<file path="src/rtl/kitchen_if.sv">
// Stove/chimney signal bundle for the kitchen chimney controller.
// The fan_speed member exists only when KITCHEN_FAN_SPEED_EN is defined.
interface kitchen_if #(
  parameter int CNT_W = 6
);
  logic             stove_state;
  logic             chimney;
  logic             purging;
  logic [CNT_W-1:0] purge_remaining;
`ifdef KITCHEN_FAN_SPEED_EN
  logic [1:0]       fan_speed;

  modport master (output stove_state, input chimney, input purging, input purge_remaining,
                  input fan_speed);
  modport slave  (input stove_state, output chimney, output purging, output purge_remaining,
                  output fan_speed);
`else
  modport master (output stove_state, input chimney, input purging, input purge_remaining);
  modport slave  (input stove_state, output chimney, output purging, output purge_remaining);
`endif
endinterface

</file>
<file path="src/rtl/kitchen.sv">
// Kitchen chimney controller: fan runs with the stove, then for PURGE_CYCLES after stove-off.
// Optional fan_speed output enabled by defining KITCHEN_FAN_SPEED_EN.
module kitchen #(
  parameter int PURGE_CYCLES = 60,
  parameter int CNT_W        = ($clog2(PURGE_CYCLES + 1) > 1) ? $clog2(PURGE_CYCLES + 1) : 1
) (
  input  logic     clk,
  input  logic     rst,
  kitchen_if.slave bus
);

  typedef enum logic [1:0] {
    IDLE  = 2'b00,
    RUN   = 2'b01,
    PURGE = 2'b10
  } state_e;

  localparam logic [CNT_W-1:0] PURGE_LOAD = CNT_W'(PURGE_CYCLES);
  localparam bit               NO_PURGE   = (PURGE_CYCLES == 0);

  state_e           state_q, state_d;
  logic [CNT_W-1:0] rem_q, rem_d;
  logic             chimney_q, chimney_d;
  logic             purging_q, purging_d;
`ifdef KITCHEN_FAN_SPEED_EN
  logic [1:0]       fan_q, fan_d;
`endif

  // Next state, counter and output decode; outputs follow the next state so they land with it.
  always_comb begin
    state_d = IDLE;
    rem_d   = '0;
    case (state_q)
      IDLE: begin
        if (bus.stove_state) begin
          state_d = RUN;
        end else begin
          state_d = IDLE;
        end
      end
      RUN: begin
        if (bus.stove_state) begin
          state_d = RUN;
        end else if (NO_PURGE) begin
          state_d = IDLE;
        end else begin
          state_d = PURGE;
          rem_d   = PURGE_LOAD;
        end
      end
      PURGE: begin
        if (bus.stove_state) begin
          state_d = RUN;
        end else if (rem_q > CNT_W'(1)) begin
          state_d = PURGE;
          rem_d   = rem_q - CNT_W'(1);
        end else begin
          state_d = IDLE;
        end
      end
      default: begin
        state_d = IDLE;
      end
    endcase

    chimney_d = (state_d == RUN) || (state_d == PURGE);
    purging_d = (state_d == PURGE);
`ifdef KITCHEN_FAN_SPEED_EN
    case (state_d)
      RUN:     fan_d = 2'b11;
      PURGE:   fan_d = 2'b01;
      default: fan_d = 2'b00;
    endcase
`endif
  end

  // State and registered outputs.
  always_ff @(posedge clk) begin
    if (rst) begin
      state_q   <= IDLE;
      rem_q     <= '0;
      chimney_q <= 1'b0;
      purging_q <= 1'b0;
`ifdef KITCHEN_FAN_SPEED_EN
      fan_q     <= 2'b00;
`endif
    end else begin
      state_q   <= state_d;
      rem_q     <= rem_d;
      chimney_q <= chimney_d;
      purging_q <= purging_d;
`ifdef KITCHEN_FAN_SPEED_EN
      fan_q     <= fan_d;
`endif
    end
  end

  assign bus.chimney         = chimney_q;
  assign bus.purging         = purging_q;
  assign bus.purge_remaining = rem_q;
`ifdef KITCHEN_FAN_SPEED_EN
  assign bus.fan_speed       = fan_q;
`endif

endmodule

</file>
<file path="src/flat_wrapper.sv">
// flat-port wrapper written by rule: the top's interface ports become plain ports
module kitchen_flat 
#(
  parameter int PURGE_CYCLES = 60,
  parameter int CNT_W        = ($clog2(PURGE_CYCLES + 1) > 1) ? $clog2(PURGE_CYCLES + 1) : 1
)
  (clk, rst, bus_stove_state, bus_chimney, bus_purging, bus_purge_remaining);
  kitchen_if #(.CNT_W(CNT_W)) bus_i ();
  input  logic clk;
  input  logic rst;
  input wire logic [$bits(bus_i.stove_state)-1:0] bus_stove_state;
  output wire logic [$bits(bus_i.chimney)-1:0] bus_chimney;
  output wire logic [$bits(bus_i.purging)-1:0] bus_purging;
  output wire logic [$bits(bus_i.purge_remaining)-1:0] bus_purge_remaining;
  assign bus_i.stove_state = bus_stove_state;
  assign bus_chimney = bus_i.chimney;
  assign bus_purging = bus_i.purging;
  assign bus_purge_remaining = bus_i.purge_remaining;
  kitchen #(.PURGE_CYCLES(PURGE_CYCLES), .CNT_W(CNT_W)) u_core (.clk(clk), .rst(rst), .bus(bus_i));
endmodule
</file>
<file path="config.mk">
export PLATFORM = sky130hd
export DESIGN_NAME = kitchen_flat
export DESIGN_NICKNAME = d
export VERILOG_FILES = /design/src/rtl/kitchen_if.sv /design/src/rtl/kitchen.sv /design/src/flat_wrapper.sv
export SDC_FILE = /design/constraint.sdc
export NUM_CORES = 1
export LEC_CHECK = 0
export CAP_MARGIN = 20
export CORE_AREA = 2 2 39 41
export DETAILED_ROUTE_END_ITERATION = 8
export DIE_AREA = 0 0 41 43
export PLACE_DENSITY = 0.64
export SLEW_MARGIN = 20
export SYNTH_ARGS = -nofsm -noshare
export SYNTH_HDL_FRONTEND = slang
export SYNTH_SLANG_ARGS = --single-unit
</file>
<file path="constraint.sdc">
create_clock -name clk -period 1.8 [get_ports clk]
set_input_delay 0.18 -clock clk [delete_from_list [all_inputs] [get_ports clk]]
set_output_delay 0.18 -clock clk [all_outputs]
set_load 0.01 [all_outputs]
</file>
======== After elaboration in Yosys (flattened, before gate mapping) ========
Index checks and enable logic that the tools add are counted.
storage, ports and cells
  logic and storage cells ................. 21
  bits in writable memories ............... 0
  memories kept ........................... 0
  flip-flop bits (word level) ............. 10
  memory bits (read-only) ................. 0
  input port bits ......................... 3
  bits in latches ......................... 0
  output and inout bits ................... 8
operators by class
  eq/ne operators ......................... 4
  bitwise logic cells ..................... 0
  shifts and indexed selects .............. 0
  reductions and logical operators ........ 2
  $mul .................................... 0
  mux-type cells .......................... 9
  divide/modulo/power cells ............... 0
  $lt $le $gt $ge ......................... 1
  $add $sub $neg .......................... 1
operators by type and width
  operator             count
  $mux 6               3
  $pmux 6 s2           1
  $gt 6x1->1 const B   1
  $mux 2               3
  $pmux 2 s3           1
  $sub 6x1->6 const B  1
  $eq 2x1->1 const B   2
  $eq 2x2->1 const B   2
  $logic_not 2->1      1
  $logic_or 1x1->1     1
  $mux 1               1

======== Depth between registers and ports, before layout ========
Gate-level depths: netlist of the first run.
  depth after elaboration ................. 6
  mapped depth ............................ 8

======== Least setup slack after synthesis of the first run ========
No wires, ideal clock.
  path kind ............................... reg2reg
  start point ............................. register u_core.rem_q[0] (netlist: u_core.bus.purge_remaining[0])
  end point ............................... register u_core.chimney_q (netlist: u_core.bus.chimney)
  period minus slack after synthesis ...... 1.680 ns
  arrival ................................. 1.617 ns
  stages on the path, launching flop included .. 9
  path buffers ............................ 0
  path slack .............................. 0.120 ns
  setup time .............................. 0.064 ns
  cell sequence ........................... dfxtp_1 -> inv_1 -> ha_1 -> or2_1 -> a21boi_2 -> nor2_2 -> nor3_1 -> ha_1 -> nor2_1
on the way
  longest elaborated chain between the ends .. 6
  elaborated cells on any way between the ends .. 7
  classes of those cells .................. order compare: 1; eq/ne: 2; mux: 3; reduce/logical: 1
ends and longest elaborated chain
  what                                             RTL line       source
  start: declaration                               kitchen.sv:22  logic [CNT_W-1:0] rem_q, rem_d;
  start signal: assignment                         kitchen.sv:89  rem_q <= rem_d;
  $gt 6x1->1 (*)                                   kitchen.sv:54  end else if (rem_q > CNT_W'(1)) begin
  $mux 2 (*)                                       kitchen.sv:54
  $mux 2 (*)                                       kitchen.sv:52  if (bus.stove_state) begin
  $pmux 2 s3 (*)                                   kitchen.sv:33  case (state_q)
  net u_core.state_d[1]                            kitchen.sv:21  state_e state_q, state_d;
  $eq 2x1->1 / $eq 2x2->1 (equally long branches)  kitchen.sv:66  chimney_d = (state_d == RUN) || (state_d == PURGE);
  $logic_or 1x1->1 (*)                             kitchen.sv:66
  end signal: assignment                           kitchen.sv:90  chimney_q <= chimney_d;
  end: declaration                                 kitchen.sv:23  logic chimney_q, chimney_d;
The timed path passes the listed nets; every way through them passes the cells marked *.
A chain may end at the register's enable or synchronous reset.

======== Final worst setup path of the first run ========
Same ends and word-level chain as after synthesis.

==> results of run 1 <==
registers in the layout, indices dropped and copies added (netlist names):
signal	flops
u_core.bus.purge_remaining	6
u_core.bus.purging	1
u_core.bus.chimney	1
u_core.state_q	2
layout by cell type (no fill, tap or decap), drive strengths merged:
cell,instances
clkdlybuf4s50,10
dfxtp,10
nor2,9
nor3,7
ha,7
inv,5
nand2,4
clkbuf,4
xor2,3
a21oi,2
nor4,2
or2,1
a21boi,1
o311ai,1
nor3b,1
nor2b,1
a31oi,1
nand4,1
buf,1
cell usage after synthesis (2+ instances only):
master,count
sky130_fd_sc_hd__nor2_1,8
sky130_fd_sc_hd__xor2_1,3
sky130_fd_sc_hd__dfxtp_1,10
sky130_fd_sc_hd__nor3_1,7
sky130_fd_sc_hd__a21oi_1,2
sky130_fd_sc_hd__nand2_1,4
sky130_fd_sc_hd__inv_1,5
sky130_fd_sc_hd__ha_1,7
metal layers:
metal,share of wire [%],up-vias,track usage (%)
met1,46,174,14.8
met2,47,14,20.0
met4,2.0,0,8.00
met5,0,-,0
li1,-,218,-
met3,5.3,4,3.14
stage by stage:
| step | hold slack (ns) | std cells | setup slack [ns] |
|---|---|---|---|
| 2_1_floorplan | 0.247 | 56 | 0.120 |
| 3_3_place_gp | 0.533 | 83 | 0.118 |
| 3_5_place_dp | 0.552 | 83 | 0.0881 |
| 4_1_cts | 0.534 | 87 | 0.0666 |
| 5_1_grt | 0.512 | 87 | 0.00666 |
| 6_report | 0.473 | 87 | 0.153 |
repair_timing:
item | 4_1_cts | 5_1_grt
hold buffers | 0 | 0
setup endpoints to repair | 0 | 2
resized for setup | 0 | 3
area by class of cell:
cell class,instances,area (µm²)
Inverter,5,18.8
Timing Repair Buffer,11,108
Multi-Input combinational cell,41,295
Clock buffer,4,36.3
Fill cell,146,703
Sequential cell,10,203
Tap cell,16,20.0
power by group:
group	internal, W	total, W	switching, W
clock network	0.000123	0.000195	0.0000720
registers	0.000227	0.000231	0.00000428
logic	0.0000213	0.0000426	0.0000213
logic make-up (layout without fill, tap and decap cells):
family / after synthesis / in the layout / synth area share, %
fa+ha+maj: 7 / 7 / 17.0
compound gates: 5 / 5 / 7.06
buf+inv: 5 / 20 / 3.65
xor+xnor: 3 / 3 / 5.11
simple gates: 26 / 26 / 28.2
flops: 10 / 10 / 38.9
path summary, 6_finish.rpt:
check                                start                            end  slack (ns)  depth (start not counted)
max          u_core.bus.purge_remaining[0]             u_core.bus.chimney        0.15                          8
min          u_core.bus.purge_remaining[0]  u_core.bus.purge_remaining[0]        0.47                          1
max reg2reg  u_core.bus.purge_remaining[0]             u_core.bus.chimney        0.15                          8
min reg2reg  u_core.bus.purge_remaining[0]  u_core.bus.purge_remaining[0]        0.47                          1
==> impl_metrics.py, run 1 <==
metrics = {
    "cells_and_area": {
        "layout.nets": 82,
        "finalCoreUtilization_pct": 49.2,
        "antenna-diode-count": 0,
        "finalInstanceArea_um2": 681,
        "area_growth_syn_to_layout_pct": 32.4,
        "drive_above_1_share_pct": 15.5,
    },
    "global_routing": {
        "first_pass_grt_wire_length_um": 1520,
        "grt_pass1_vias": 412,
        "global_route.usage.total_pct": 12.8,
        "largest_net_degree_at_the_start_of_global_routing": 7,
        "grt.overflow.total": 0,
        "grt_antenna_before_repair": 0,
    },
    "critical_path": {
        "crit_fanout": 6,
        "critPathRequiredTime_ns": 2.00,
        "worst_path_max_stage_delay_ns": 0.37,
        "crit_end_category": "flip-flop",
        "slowest_stage_cell_crit_path": "sky130_fd_sc_hd__dfxtp_2",
        "cp_common_cell": "sky130_fd_sc_hd__ha_1",
        "critPathBufInv": 1,
        "critPathTopFamily": "simple AND/OR/NAND/NOR gates",
        "crit_path_cell_trace": "inv_1 > ha_1 > or2_1 > a21boi_2 > nor2_2 > nor3_1 > ha_1 > nor2_1",
        "worstSetupStartpointType": "flip-flop",
        "setup.worst_path.class": "reg2reg",
        "critical_path_arrival_ns": 1.84,
    },
    "die": {
        "ioPinCount": 11,
        "die_area_mm2": 0.00176,
        "initial_utilization_pct": 37.2,
        "chipHeight_um": 43,
        "dieWidth_um": 41,
        "fp.coreArea_mm2": 0.00138,
        "rows": 14,
    },
    "power": {
        "pnr_total_power_w": 0.000468,
        "leakage_nw": 0.273,
        "ir_drop_mv": 0.408,
        "powerDensity_mw_per_mm2": 688,
    },
    "clock_network": {
        "root_buffer": "sky130_fd_sc_hd__clkbuf_4",
        "cts_setup_buffers": 0,
        "htreeDepth": 1,
        "cts_tree": "yes",
        "cts-buffers-inserted": 3,
        "clock_sink_count": 10,
        "worst_setup_hold_path_clk_slew_ns": 0.06,
        "clk-insertion-delay-late_ns": 0.26,
        "maximum_buffer_depth_of_the_clock_tree": 2,
    },
    "logic_synthesis": {
        "netlist.area_leader.share_pct": 38.9,
        "number_of_synthesized_register_bits": 10,
        "synth.cell_area_um2": 514,
        "synth-edff-count": 0,
        "async_reset_ff_share_pct": 0,
        "mappedNetlistNets": 66,
        "cell_count_after_synthesis": 56,
        "postSynthAreaPerCell_um2": 9.18,
        "yosysSeqAreaShare_pct": 38.9,
        "ys_types": 18,
        "netlist_top_cells_area": "sky130_fd_sc_hd__dfxtp_1 (39%), sky130_fd_sc_hd__ha_1 (17%), sky130_fd_sc_hd__nor3_1 (6.8%)",
        "ys_flop_type": "sky130_fd_sc_hd__dfxtp_1",
        "synth_largest_area_cell": "sky130_fd_sc_hd__dfxtp_1",
        "synth-warning-count": 0,
    },
    "place": {
        "post_dp_cell_area_um2": 642,
        "place.gp.congestion": 0.706,
        "port_buffers": 10,
    },
    "timing": {
        "worst_slew_pin_slew_ns": 0.367,
        "grt_setup_unrepaired": "no",
        "finalCriticalPeriod_ns": 1.65,
        "setup_tns_ns": 0,
        "portion_of_the_clock_cycle_consumed_by_the_worst_path_in_the_final_layout_pct": 91.5,
        "final.setup_skew_ns": 0.00302,
        "setup_viol": 0,
        "maxSlewHeadroom_pct": 75.2,
        "final_hold_fails": 0,
        "report.final.slew_viol_count": 0,
        "max_clk_rate_ghz": 0.607,
    },
    "run_status": {
        "run_status": "completed",
    },
    "run": {
        "timing.max_cap.violations": 0,
    },
    "worst_hold_path": {
        "timing.hold.worst.class": "reg2reg",
    },
    "drt": {
        "initialDrtViolationCount": 10,
        "route.vias.total": 410,
        "viasPerCell": 4.71,
        "antenna_left": 0,
        "drtPass1Iterations": 4,
        "routed_wl_per_cell_um": 10.6,
        "drt-total-wl_um": 918,
        "drt_drc_violations_left": 0,
    },
}
Power figures use the tool's default switching activity.
==> inputs of run 2 (changes only) <==
--- a/config.mk
+++ b/config.mk
@@ -6,9 +6,9 @@
 export NUM_CORES = 1
 export LEC_CHECK = 0
 export CAP_MARGIN = 20
-export CORE_AREA = 2 2 39 41
+export CORE_AREA = 8 8 45 47
 export DETAILED_ROUTE_END_ITERATION = 8
-export DIE_AREA = 0 0 41 43
+export DIE_AREA = 0 0 53 55
 export PLACE_DENSITY = 0.64
 export SLEW_MARGIN = 20
 export SYNTH_ARGS = -nofsm -noshare
==> run 2 against run 1 <==
Effect of this change: sequential share of layout area fell by 0.27 points; worst setup slack worse by 0.024 ns; highest routed layer unchanged; utilization rose by 0.45 points; hold slack hardly changed; global-route usage fell by 5.5 points; via count up 5.4%.
==> impl_metrics.py, run 2 (synthesis gave the netlist of run 1 again) <==
metrics = {
    "cells_and_area": {
        "area_growth_syn_to_layout_pct": 33.6,
        "antenna-diode-count": 0,
        "final_common_cell": "sky130_fd_sc_hd__clkdlybuf4s50_1",
        "commonest_cells_after_routing_fill_and_taps_aside": "sky130_fd_sc_hd__clkdlybuf4s50_1 (10), sky130_fd_sc_hd__nor2_1 (8), sky130_fd_sc_hd__dfxtp_1 (8), sky130_fd_sc_hd__ha_1 (7), sky130_fd_sc_hd__nor3_1 (6)",
        "final.fill_count": 139,
        "area_taken_by_multi_input_logic_gates_um2": 300,
        "fin_cells": 88,
        "register_area_um2": 203,
        "layout.nets": 84,
        "drive_above_1_share_pct": 18.1,
        "largest_reg_flops": 6,
    },
    "global_routing": {
        "grt_antenna_before_repair": 0,
        "grt_pass1_vias": 399,
        "global_route.usage.total_pct": 7.28,
        "first_pass_grt_wire_length_um": 1550,
        "largest_net_degree_at_the_start_of_global_routing": 7,
        "grt.overflow.total": 0,
    },
    "drt": {
        "drt-total-wl_um": 1000,
        "antenna_left": 0,
        "routed_wl_per_cell_um": 11.4,
        "viasPerCell": 4.91,
        "drtPass1Iterations": 4,
        "initialDrtViolationCount": 8,
        "route.vias.total": 432,
        "drt_drc_violations_left": 0,
    },
    "timing": {
        "grt_setup_unrepaired": "no",
        "portion_of_the_clock_cycle_consumed_by_the_worst_path_in_the_final_layout_pct": 92.8,
        "report.final.slew_viol_count": 0,
        "setup_viol": 0,
        "finalCriticalPeriod_ns": 1.67,
        "final_hold_fails": 0,
        "max_clk_rate_ghz": 0.599,
        "final.setup_skew_ns": 0.000916,
        "maxSlewHeadroom_pct": 65.4,
        "worst_slew_pin_slew_ns": 0.512,
        "setup_tns_ns": 0,
    },
    "die": {
        "ioPinCount": 11,
        "fp.coreArea_mm2": 0.00138,
        "initial_utilization_pct": 37.2,
        "die_area_mm2": 0.00292,
        "chipHeight_um": 55,
        "rows": 14,
        "dieWidth_um": 53,
    },
    "place": {
        "port_buffers": 10,
        "place_inst": 84,
        "place.detailed.hpwl_um": 770,
        "place.gp.congestion": 0.684,
    },
    "clock_network": {
        "maximum_buffer_depth_of_the_clock_tree": 2,
        "root_buffer": "sky130_fd_sc_hd__clkbuf_4",
        "clk-insertion-delay-late_ns": 0.26,
        "worst_setup_hold_path_clk_slew_ns": 0.06,
        "clock_sink_count": 10,
        "cts-buffers-inserted": 3,
        "htreeDepth": 1,
        "cts_tree": "yes",
    },
    "critical_path": {
        "critical_path_arrival_ns": 1.87,
        "setup.worst_path.class": "reg2reg",
        "critPathRequiredTime_ns": 2.00,
        "slowest_stage_cell_crit_path": "sky130_fd_sc_hd__o311ai_0",
        "worstSetupStartpointType": "flip-flop",
        "crit_path_cell_trace": "inv_1 > ha_1 > o311ai_0 > ha_1 > nor2_1",
        "critPathTopFamily": "adder cells",
        "crit_fanout": 5,
        "critPathBufInv": 1,
        "worst_path_max_stage_delay_ns": 0.51,
        "crit_end_category": "flip-flop",
        "cp_common_cell": "sky130_fd_sc_hd__ha_1",
    },
    "run_status": {
        "run_status": "completed",
    },
    "power": {
        "powerDensity_mw_per_mm2": 613,
        "ir_drop_mv": 0.326,
        "leakage_nw": 0.279,
    },
    "worst_hold_path": {
        "timing.hold.worst.class": "reg2reg",
    },
    "run": {
        "timing.max_cap.violations": 0,
    },
}
run 2: final cells by class:
class | instances | area share [%]
repair buffers | 13 | 17.9
clock buffers | 3 | 3.28
inverters | 5 | 2.73
flip-flops and latches | 10 | 29.5
well taps | 16 | 2.91
multi-input cells | 41 | 43.7
run 2: final timing paths:
path / start / end / slack, ns / depth (start not counted)
setup / recovery: u_core.state_q[0] / u_core.bus.chimney / 0.13 / 5
hold / removal: u_core.bus.purge_remaining[0] / u_core.bus.purge_remaining[0] / 0.47 / 1
setup reg to reg: u_core.state_q[0] / u_core.bus.chimney / 0.13 / 5
hold reg to reg: u_core.bus.purge_remaining[0] / u_core.bus.purge_remaining[0] / 0.47 / 1
run 2: metrics by stage:
stage                     utilization [%]  area [µm²]  power (W)  setup slack (ns)  hold slack (ns)
after floorplan                         -         514   0.000260             0.120            0.247
after global placement               46.9         649   0.000282            0.0927            0.510
after detailed placement             46.9         649   0.000282            0.0612            0.523
after CTS                            48.6         672   0.000425            0.0537            0.533
after global routing                 49.6         687   0.000450            0.0121            0.486
final                                49.6         687   0.000421             0.130            0.473
run 2: where the power goes:
part	switching [W]	total (W)	internal, W
registers	0.00000431	0.000231	0.000227
logic	0.0000223	0.0000464	0.0000242
clock network	0.0000667	0.000143	0.0000767
total	0.0000933	0.000421	0.000328
run 2: what timing repair did:
action	4_1_cts	5_1_grt
hold buffers	0	0
setup buffers	0	1
endpoints found under the setup margin	0	1
resized for setup	0	3
run 2: per-layer routing:
layer	vias to the layer above	part of all wire [%]	GRT usage [%]
met1	190	44	7.18
met2	18	43	11.9
li1	221	-	-
met5	-	0	0
met4	0	2.3	6.47
met3	3	9.8	2.67
==> variant, RTL diff (config.mk and constraints of run 1) <==
`PURGE_CYCLES` is set to 60 in 2 places; all go to 120.
--- a/src/rtl/kitchen.sv
+++ b/src/rtl/kitchen.sv
@@ -3,3 +3,3 @@
 module kitchen #(
-  parameter int PURGE_CYCLES = 60,
+  parameter int PURGE_CYCLES = 120,
   parameter int CNT_W        = ($clog2(PURGE_CYCLES + 1) > 1) ? $clog2(PURGE_CYCLES + 1) : 1
--- a/src/flat_wrapper.sv
+++ b/src/flat_wrapper.sv
@@ -3,3 +3,3 @@
 #(
-  parameter int PURGE_CYCLES = 60,
+  parameter int PURGE_CYCLES = 120,
   parameter int CNT_W        = ($clog2(PURGE_CYCLES + 1) > 1) ? $clog2(PURGE_CYCLES + 1) : 1
Interface: changed (resized bus_purge_remaining); port bits go from 11 to 12. The function was not compared with the original's and may differ.
==> variant against run 1 <==
  * Sequential cell count grew 1
  * Synthesized cell count is the same
  * Worst hold slack gained 0.028 ns
  * Power shrank 1.6%
  * Design area grew 4.2%
  * Synthesized area grew 7.5%
  * Worst setup slack gained 0.060 ns
  * Wire length shrank 1.3%
==> variant: results (changes against run 1) <==
Pwr
  – Peak VDD IR: 0.460 mV (+13%)
  – P_leak: 0.312 nW (+14%)

Routing
  – Final wirelength: 906 µm (-1.3%)
  – Iter 0 DRT Violations: 2 (-8)
  – DR pass1 iterations: 3 (-1)
  – Vias per inst: 4.90 (+3.9%)

CTS
  – Resized cells post-CTS: 0 (unchanged)
  – CTS Buf Count: 3 (unchanged)

Outcome
  – Status: finished, final reports clean

Place
  – Placement Cell Area: 683 µm² (+6.4%)
  – GPL Wtd Cong: 0.655 (-7.3%)
  – I/O Buffers: 11 (+1)

STA
  – Final Skew: 0.00605 ns (+0.00303 ns)
  – Rel. slew slack: 66.6% (-8.5 points)

Worst setup path
  – CP max-delay cell: o311ai_0
  – CP max FO: 3 (-3)
  – CP max stage delay: 0.49 ns (+0.12 ns)
  – Crit path launch: u_core.state_q[0]

GRT
  – Vias in the first global route: 399 (-3.2%)
  – First-pass GRT wire length: 1570 µm (+2.8%)
  – GRT Resource Usage Total: 14.2% (+1.4 points)

Final layout
  – Fraction of layout cells with a size suffix above 1: 12.7% (-2.8 points)
  – Max reg flops: 7 (+1)

Yosys
  – Top cells by count, synth: dfxtp_1 (11), nor2_1 (8), ha_1 (7), inv_1 (5)
  – Sequential area share after synthesis: 39.8% (+0.89 points)
  – Average cell area after synthesis: 9.88 µm² (+7.5%)
  – Leading cell types by total area after synthesis: dfxtp_1 (40%), ha_1 (16%), nor2_1 (5.4%)
variant: cell types whose count changed after synthesis, sizes merged, moves of 2 or more:
cell and delta:
nor3 -5, o21ai +4, mux2i +2, nand2 -2, nand3 +2, xnor2 +2, xor2 -2
variant: final cells by class:
type	instances	share of cell area, %
Tap cell	16	2.82
Timing Repair Buffer	11	15.5
Sequential cell	11	31.0
Multi-Input combinational cell	40	44.3
Clock buffer	4	3.70
Inverter	5	2.65
variant: power by group:
group / internal (mW) / total (mW) / switching [mW]
combinational: 0.0199 / 0.0372 / 0.0173
clock: 0.0860 / 0.171 / 0.0851
sequential: 0.249 / 0.253 / 0.00375
total: 0.355 / 0.461 / 0.106
variant: critical path, delay by kind of cell (launching register included):
kind	cells	cell delay, ns
AO/OA/AOI/OAI	1	0.49
adder cells (fa/ha/maj)	2	0.54
buffers and inverters	1	0.07
flip-flops	1	0.35
AND/OR/NAND/NOR	1	0.07
variant: through the flow:
| stage | hold slack (ns) | worst slack [ns] | power, mW | util, % |
|---|---|---|---|---|
| 5_1_grt | 0.544 | 0.0544 | 0.487 | 51.3 |
| 2_1_floorplan | 0.252 | 0.303 | 0.279 | - |
| 6_report | 0.500 | 0.214 | 0.461 | 51.3 |
| 3_3_place_gp | 0.483 | 0.209 | 0.296 | 49.4 |
| 3_5_place_dp | 0.491 | 0.203 | 0.296 | 49.4 |
| 4_1_cts | 0.509 | 0.185 | 0.469 | 51.3 |
variant: path summary, 6_finish.rpt:
| check | endpoint | slack [ns] | depth (start not counted) |
|---|---|---|---|
| worst min-delay path | u_core.bus.purge_remaining[0] | 0.50 | 1 |
| worst min register to register | u_core.bus.purge_remaining[0] | 0.50 | 1 |
| worst max-delay path | u_core.bus.chimney | 0.21 | 5 |
| worst max register to register | u_core.bus.chimney | 0.21 | 5 |
variant: logic make-up after synthesis:
| family | share of synthesized area, % |
|---|---|
| AO/OA/AOI/OAI | 8.15 |
| XOR/XNOR | 4.75 |
| adder cells (fa/ha/maj) | 15.8 |
| buffers and inverters | 3.39 |
| flip-flops | 39.8 |
| multiplexers | 3.62 |
| AND/OR/NAND/NOR | 24.4 |
variant: routing by layer:
| layer | GRT usage [%] | share of wire (%) |
|---|---|---|
| met5 | 0 | 0 |
| met4 | 10.0 | 3.1 |
| met3 | 7.85 | 5.2 |
| met2 | 21.3 | 52 |
| met1 | 14.0 | 40 |
